File: src/rtl/ibuf_mp_pkg.sv
// Shared types and default geometry for the multi-port instruction buffer.
// Optional build macro IBUF_BYPASS_EN (see ibuf_mp.sv) does not change anything here.
package ibuf_mp_pkg;

  typedef struct packed {
    logic [31:0] pc;
    logic [31:0] instr;
    logic [3:0]  fu_sel;
    logic        pred_taken;
    logic        have_excp;
    logic [4:0]  excp_code;
  } ibuf_entry_t;

  localparam int IBUF_DEPTH      = 8;
  localparam int IBUF_IN_PORTS   = 2;
  localparam int IBUF_OUT_PORTS  = 2;
  localparam int IBUF_READY_FREE = 6;

endpackage

File: src/rtl/ibuf_mp_ctrl.sv
// Pointer/occupancy control: clamps push and pop, tracks head/tail/count and sticky overflow.
// Latency: state updates on the edge; IBUF_BYPASS_EN widens the pop window to include incoming slots.
module ibuf_mp_ctrl
  import ibuf_mp_pkg::*;
#(
  parameter int DEPTH      = IBUF_DEPTH,
  parameter int IN_PORTS   = IBUF_IN_PORTS,
  parameter int OUT_PORTS  = IBUF_OUT_PORTS,
  parameter int READY_FREE = IBUF_READY_FREE
) (
  input  logic                             clk,
  input  logic                             reset,
  input  logic                             flush,
  input  logic [$clog2(IN_PORTS+1)-1:0]    i_size,
  input  logic [$clog2(OUT_PORTS+1)-1:0]   o_size,
  output logic [$clog2(DEPTH)-1:0]         head_q,
  output logic [$clog2(DEPTH)-1:0]         tail_q,
  output logic [$clog2(DEPTH+1)-1:0]       count_q,
  output logic [$clog2(DEPTH+1):0]         avail,
  output logic [$clog2(IN_PORTS+1)-1:0]    wr_lo,
  output logic [$clog2(IN_PORTS+1)-1:0]    wr_hi,
  output logic                             i_ready,
  output logic                             overflow_q
);

  localparam int PW  = $clog2(DEPTH);
  localparam int CW  = $clog2(DEPTH+1);
  localparam int WW  = CW + 1;
  localparam int ISW = $clog2(IN_PORTS+1);

  logic [PW-1:0] head_d, tail_d;
  logic [CW-1:0] count_d;
  logic          overflow_d;
  logic [WW-1:0] cnt_w, isz_w, osz_w, pop_w, room_w, push_w, byp_w;

  always_comb begin
    cnt_w = WW'(count_q);
    isz_w = WW'(i_size);
    osz_w = WW'(o_size);
`ifdef IBUF_BYPASS_EN
    avail = cnt_w + isz_w;
`else
    avail = cnt_w;
`endif
    pop_w  = (osz_w < avail) ? osz_w : avail;
    room_w = WW'(DEPTH) - cnt_w + pop_w;
    push_w = (isz_w < room_w) ? isz_w : room_w;
    // Incoming entries popped in the same cycle skip storage entirely.
    byp_w  = (pop_w > cnt_w) ? (pop_w - cnt_w) : '0;

    head_d     = head_q + PW'(pop_w - byp_w);
    tail_d     = tail_q + PW'(push_w - byp_w);
    count_d    = CW'(cnt_w + push_w - pop_w);
    overflow_d = overflow_q | (isz_w > push_w);
    wr_lo      = ISW'(byp_w);
    wr_hi      = ISW'(push_w);

    if (flush) begin
      head_d     = '0;
      tail_d     = '0;
      count_d    = '0;
      overflow_d = overflow_q;
      wr_lo      = '0;
      wr_hi      = '0;
    end
  end

  assign i_ready = (WW'(DEPTH) - WW'(count_q)) >= WW'(READY_FREE);

  always_ff @(posedge clk) begin
    if (reset) begin
      head_q     <= '0;
      tail_q     <= '0;
      count_q    <= '0;
      overflow_q <= 1'b0;
    end else begin
      head_q     <= head_d;
      tail_q     <= tail_d;
      count_q    <= count_d;
      overflow_q <= overflow_d;
    end
  end

endmodule

File: src/rtl/ibuf_mp.sv
// Multi-port in-order instruction buffer: up to IN_PORTS pushes, OUT_PORTS oldest entries shown.
// 1-cycle write-to-read latency; IBUF_BYPASS_EN adds a same-cycle i_data->o_data path. i_ready is advisory.
module ibuf_mp
  import ibuf_mp_pkg::*;
#(
  parameter int WIDTH      = $bits(ibuf_entry_t),
  parameter int DEPTH      = IBUF_DEPTH,
  parameter int IN_PORTS   = IBUF_IN_PORTS,
  parameter int OUT_PORTS  = IBUF_OUT_PORTS,
  parameter int READY_FREE = IBUF_READY_FREE
) (
  input  logic                            clk,
  input  logic                            reset,
  input  logic                            flush,
  input  logic [$clog2(IN_PORTS+1)-1:0]   i_size,
  input  logic [IN_PORTS*WIDTH-1:0]       i_data,
  output logic                            i_ready,
  input  logic [$clog2(OUT_PORTS+1)-1:0]  o_size,
  output logic [OUT_PORTS-1:0]            o_valid,
  output logic [OUT_PORTS*WIDTH-1:0]      o_data,
  output logic                            o_overflow
);

  localparam int PW  = $clog2(DEPTH);
  localparam int CW  = $clog2(DEPTH+1);
  localparam int ISW = $clog2(IN_PORTS+1);

  logic [PW-1:0]    head_q, tail_q;
  logic [CW-1:0]    count_q;
  logic [CW:0]      avail;
  logic [ISW-1:0]   wr_lo, wr_hi;
  logic [WIDTH-1:0] mem_q [DEPTH];
  logic [WIDTH-1:0] mem_d [DEPTH];

  ibuf_mp_ctrl #(
    .DEPTH      (DEPTH),
    .IN_PORTS   (IN_PORTS),
    .OUT_PORTS  (OUT_PORTS),
    .READY_FREE (READY_FREE)
  ) u_ctrl (
    .clk        (clk),
    .reset      (reset),
    .flush      (flush),
    .i_size     (i_size),
    .o_size     (o_size),
    .head_q     (head_q),
    .tail_q     (tail_q),
    .count_q    (count_q),
    .avail      (avail),
    .wr_lo      (wr_lo),
    .wr_hi      (wr_hi),
    .i_ready    (i_ready),
    .overflow_q (o_overflow)
  );

  // Slots [wr_lo, wr_hi) land at tail onward; slots below wr_lo were consumed via bypass.
  always_comb begin
    mem_d = mem_q;
    for (int k = 0; k < IN_PORTS; k++) begin
      if (k >= int'(wr_lo) && k < int'(wr_hi)) begin
        mem_d[PW'(int'(tail_q) + k - int'(wr_lo))] = i_data[k*WIDTH +: WIDTH];
      end
    end
  end

  always_ff @(posedge clk) begin
    mem_q <= mem_d;
  end

  always_comb begin
    o_valid = '0;
    o_data  = '0;
    for (int k = 0; k < OUT_PORTS; k++) begin
      o_valid[k] = int'(avail) > k;
      if (k < int'(count_q)) begin
        o_data[k*WIDTH +: WIDTH] = mem_q[PW'(int'(head_q) + k)];
      end
`ifdef IBUF_BYPASS_EN
      else if (k - int'(count_q) < IN_PORTS) begin
        o_data[k*WIDTH +: WIDTH] = i_data[(k - int'(count_q))*WIDTH +: WIDTH];
      end
`endif
    end
  end

endmodule

File: config.mk
export PLATFORM = sky130hd
export DESIGN_NAME = ibuf_mp
export DESIGN_NICKNAME = d
export VERILOG_FILES = /design/src/rtl/ibuf_mp_pkg.sv /design/src/rtl/ibuf_mp_ctrl.sv /design/src/rtl/ibuf_mp.sv
export SDC_FILE = /design/constraint.sdc
export NUM_CORES = 2
export LEC_CHECK = 0
export ABC_CLOCK_PERIOD_IN_PS = 7400
export BUFFER_PORTS_ARGS = -buffer_cell sky130_fd_sc_hd__buf_4
export CAP_MARGIN = 20
export CORE_MARGIN = 2
export CORE_UTILIZATION = 54
export CTS_BUF_LIST = sky130_fd_sc_hd__clkbuf_4
export DETAILED_ROUTE_END_ITERATION = 6
export GPL_TIMING_DRIVEN = 0
export PLACE_DENSITY_LB_ADDON = 0.3
export SLEW_MARGIN = 20
export SYNTH_ARGS = -nofsm -noshare
export SYNTH_HDL_FRONTEND = slang
export SYNTH_HIERARCHICAL = 1
export SYNTH_SLANG_ARGS = --single-unit
File: constraint.sdc
create_clock -name clk -period 7.4 [get_ports clk]
set_clock_uncertainty 0.1 [all_clocks]
set_input_delay 1.48 -clock clk [delete_from_list [all_inputs] [get_ports clk]]
set_output_delay 1.48 -clock clk [all_outputs]
set_load 0.005 [all_outputs]
---- Yosys cells after proc, flatten, opt, wreduce, memory -nomap -nowiden ----
Cells that the tools add are included.
word-level totals
  input port bits ......................... 157
  register bits after elaboration ......... 611
  word-level logic and storage cells ...... 75
operators by class
  multiplexer cells ....................... 21
  bitwise logic cells ..................... 5
  add/sub/neg operators ................... 13
  reduce and logical (&&, ||, !) cells .... 5
  order comparisons ....................... 19
operator list
  cell                   number
  $bwmux W600            2
  $mux W600              2
  $mux W75               8
  $bmux W75 S3           2
  $demux W75 S3          2
  $ge A3 B4 Y1 const B   4
  $not A3 Y3             4
  $sub A3 B3 Y3          3
  $gt A4 B1 Y1 const B   2
  $lt A1 B4 Y1 const A   2
  $add A3 B1 Y3 const B  2
  $add A3 B3 Y3          2
  $lt A3 B1 Y1 const B   2
  $sub A3 B2 Y3          2
  $add A5 B4 Y5          1
  $ge A5 B3 Y1 const B   1
  $gt A2 B5 Y1           1
  $lt A2 B5 Y1           1
  $mux W5                1
  $sub A4 B4 Y5 const A  1
  $add A4 B4 Y4          1
  $ge A1 B2 Y1 const A   2
  $gt A4 B4 Y1           1
  $logic_and A1 B1 Y1    4
  other kinds (8)        10

---- Depth between registers and ports, before layout ----
  depth in word-level cells ............... 15
  depth in mapped cells ................... 22

---- By module ----
The synthesis kept the hierarchy.
modules (own cells, without submodules)
  module        cells an instance  area each (sq um)  times used
  ibuf_mp       2719               29009.1            1
  ibuf_mp_ctrl  154                1312.5             1

---- Worst setup path after synthesis ----
No wires, ideal clock.
  path type ............................... in2reg
  from .................................... input port o_size[1]
  to ...................................... register mem_q[569] (netlist bit)
  setup time .............................. 118 ps
  arrival ................................. 6020 ps
  required time ........................... 7182 ps
  setup slack ............................. 1162 ps
  stages .................................. 18
  path through ............................ ha_1 > nor3b_1 > nor3_1 > mux2_2 > inv_1 > ha_1 > fa_1 > a2111oi_0 > nor2b_1 > nor2b_1 > inv_1 > fa_1 > xor2_1 > nand4b_1 > buf_4 > clkbuf_1 > mux2i_1 > a21oi_2
RTL lines
  element               RTL line       RTL
  start, declared       ibuf_mp.sv:18  input logic [$clog2(OUT_PORTS+1)-1:0] o_size,
  end signal, assigned  ibuf_mp.sv:67  mem_q <= mem_d;
  end, declared         ibuf_mp.sv:32  logic [WIDTH-1:0] mem_q [DEPTH];

==> results.md <==
- Yosys warns: 6
- CP Cell Sequence: inv_1, ha_1, nor3b_1, nor3_1, mux2_2, inv_1, ha_1, fa_1, a2111oi_0, nor2b_1, nor2b_1, ha_1, inv_1, ha_1, xor3_2, nor4b_4, buf_2, buf_2, nand2_1, o21ai_0
- H-tree levels: 4
- Post-synth ARST share: 0%
- Postcts setup bufs: 0
- GR peak layer: met2
- Min Tclk post-route: 6.80 ns
- Cell Area, Synth: 30300 um^2
- Main flop type after synthesis: dfxtp_1
- Critical path type: register to register
- Fmax: 147 MHz
- DRT iter0 DRCs: 2464
- Post-synthesis sequential area ratio: 40.3%
- Synth Register Bits: 611
- Final RePlAce weighted congestion: 0.907
- Design Power: 15.8 mW
- Top delay family on crit path: simple AND/OR/NAND/NOR gates
- Skew-Pair Late Insertion Delay: 0.99 ns
- Placed cell area: 33600 um^2
- Antenna violations before repair: 16
- RSZ-0062 raised after global routing: false
- Pleak: 15.0 nW
- Post-synth EDFFs: 0
- Slew of the pin with the lowest slew margin: 1.23 ns
- Most numerous cell in the Yosys netlist: dfxtp_1
- Buffers on Ports: 310
- Hold-fix buffers at CTS: 0
- Final instance area: 35600 um^2
- Num Clock Sinks: 611
- Cell Rows: 86
- Initial core utilization: 54.8%
- Final setup violation count: 0
- Clk slew on worst S/H paths: 0.06 ns
- Count of cell types in the netlist: 53
- DRC Markers: 0
- Mapped Cells: 2873
- Fin. Hold Viols: 0
- CP dominant cell by count: ha_1
- Largest stage delay, worst path: 0.71 ns
- Worst endpoint data arrival time: 7.66 ns
- Top cell type's share of synthesized area: 40.3%
- Req. time, crit path: 8.26 ns
- Min-delay worst type: register to register
- DP HPWL: 66.9 mm
- GRT overflow: 0
- Worst hold margin: 0.337 ns
- Period utilization: 91.9%
- Final Net Count: 3537
- Chip width: 241 um
- TritonCTS Buffers: 159
- Routed WL per cell: 22.7 um
- WP buf/inv: 5
- Post-layout worst setup margin: 0.598 ns
- Critical Path Sink Type: register
- Final wirelength: 96.0 mm
- GRT Total Usage: 33.2%
- Pin count of the biggest net entering global routing: 17
- Syn avg cell area: 10.6 um^2
- Drt pass-1 iters: 6
- Number of global-route vias before repair: 25639
- Area contributors post-synth: dfxtp_1, mux4_2, mux2i_1
- VDD IR max: 0.000255 V
- Num ports: 311
- Relative slew margins: 18.1%
- GR Util met3: 11.3%
- Die height: 241 um
- Post-DRT Antenna Nets: 0
- Outcome: complete, no violations
- Slew Limit Fails: 0
- Worst slack at placement: -0.0840 ns
- Drt via density: 5.97
- Slowest cell on the critical path: nor4b_4
- Layout cells sized above 1: 30.7%
- Area leader, netlist: dfxtp_1
- M2 GR Usage: 53.0%
- Synth cell count leaders: dfxtp_1, clkbuf_1, mux2i_1
- Die area: 58100 um^2
- Max cap viols: 0
- CTS max path bufs: 3
- CTS resizes: 0
- Startpoint types: register
- First-pass GRT wire length: 145 mm
- GR met1 Demand/Resource: 40.0%
- Syn-to-layout area delta: 17.6%
- Critical path fanouts, max: 10
- Via count: 25231
- CTS tree: built
- Clk root buf: clkbuf_4
- Core area: 55300 um^2
- PwrDens: 443 nW/um^2
metal layers:
| metal | part of all wire, % | up-vias |
|---|---|---|
| li1 | - | 11038 |
| met1 | 37 | 12404 |
| met2 | 47 | 1469 |
| met3 | 11 | 304 |
| met4 | 4.4 | 16 |
| met5 | 0.089 | - |
sequential cells by signal, summed over array words and instances (netlist names):
signal	cells
u_ctrl/overflow_q	1
u_ctrl/head_q	3
mem_q	600
u_ctrl/tail_q	3
u_ctrl/count_q	4
worst reg2reg max path: stages (launching register included):
cell and delay [ns]:
dfxtp_1 0.54, inv_1 0.18, ha_1 0.23, nor3b_1 0.55, nor3_1 0.16, mux2_2 0.33, inv_1 0.06, ha_1 0.23
fa_1 0.41, a2111oi_0 0.61, nor2b_1 0.38, nor2b_1 0.33, ha_1 0.29, inv_1 0.06, ha_1 0.15, xor3_2 0.32
nor4b_4 0.71, buf_2 0.57, buf_2 0.38, nand2_1 0.11, o21ai_0 0.10
kinds of logic after synthesis:
group	count (synthesis)	share of synthesized area [%]
compound gates	401	7.25
xor+xnor	16	0.516
fa+ha+maj	33	1.54
buf+inv	541	7.51
flops	611	40.3
mux	676	34.7
other cells	1	0.0124
simple gates	594	8.13
power by group:
part / switching (mW) / total (mW) / internal (mW)
sequential: 0.669 / 4.91 / 4.25
combinational: 4.21 / 7.90 / 3.69
clock: 1.43 / 2.96 / 1.54
total: 6.30 / 15.8 / 9.47
area by class of cell:
cell class / instances / area, um^2
multi-input combinational: 1724 / 15800
buffer: 516 / 2180
tap: 748 / 936
fill: 4408 / 19700
clock inverter: 42 / 228
inverter: 25 / 93.8
timing repair buffer: 310 / 2330
clock buffer: 238 / 1790
sequential: 611 / 12200
antenna: 14 / 35.0
placed cells by master, fill, tap and decap left out, types with 25 or more instances in the layout:
cell,netlist,layout
nand2_1,310,310
mux4_2,300,300
o21ai_1,50,50
dfxtp_1,611,611
buf_4,7,317
clkbuf_1,378,378
inv_1,25,25
a21oi_1,196,196
clkbuf_4,0,238
mux2i_1,375,375
nor2_1,216,216
buf_2,101,101
a21oi_2,35,35
o21ai_0,105,105
ha_1,26,26
nor2_2,25,25
per-stage QoR:
stage	cells	TNS (ns)	util (%)
floorplan	2876	0	-
global placement	3934	0	60.7
detailed placement	3934	-3.65	60.7
CTS	4214	0	64.4
global route	4222	0	64.4
finish	4228	0	64.4
worst paths after layout:
kind | startpoint | end | slack (ns) | cells past startpoint
hold reg to reg | mem_q[88] | mem_q[88] | 0.34 | 1
setup reg to reg | u_ctrl/count_q[1] | mem_q[474] | 0.60 | 20
setup / recovery | u_ctrl/count_q[1] | mem_q[474] | 0.60 | 20
hold / removal | mem_q[88] | mem_q[88] | 0.34 | 1
Power figures use the tool's default switching activity.
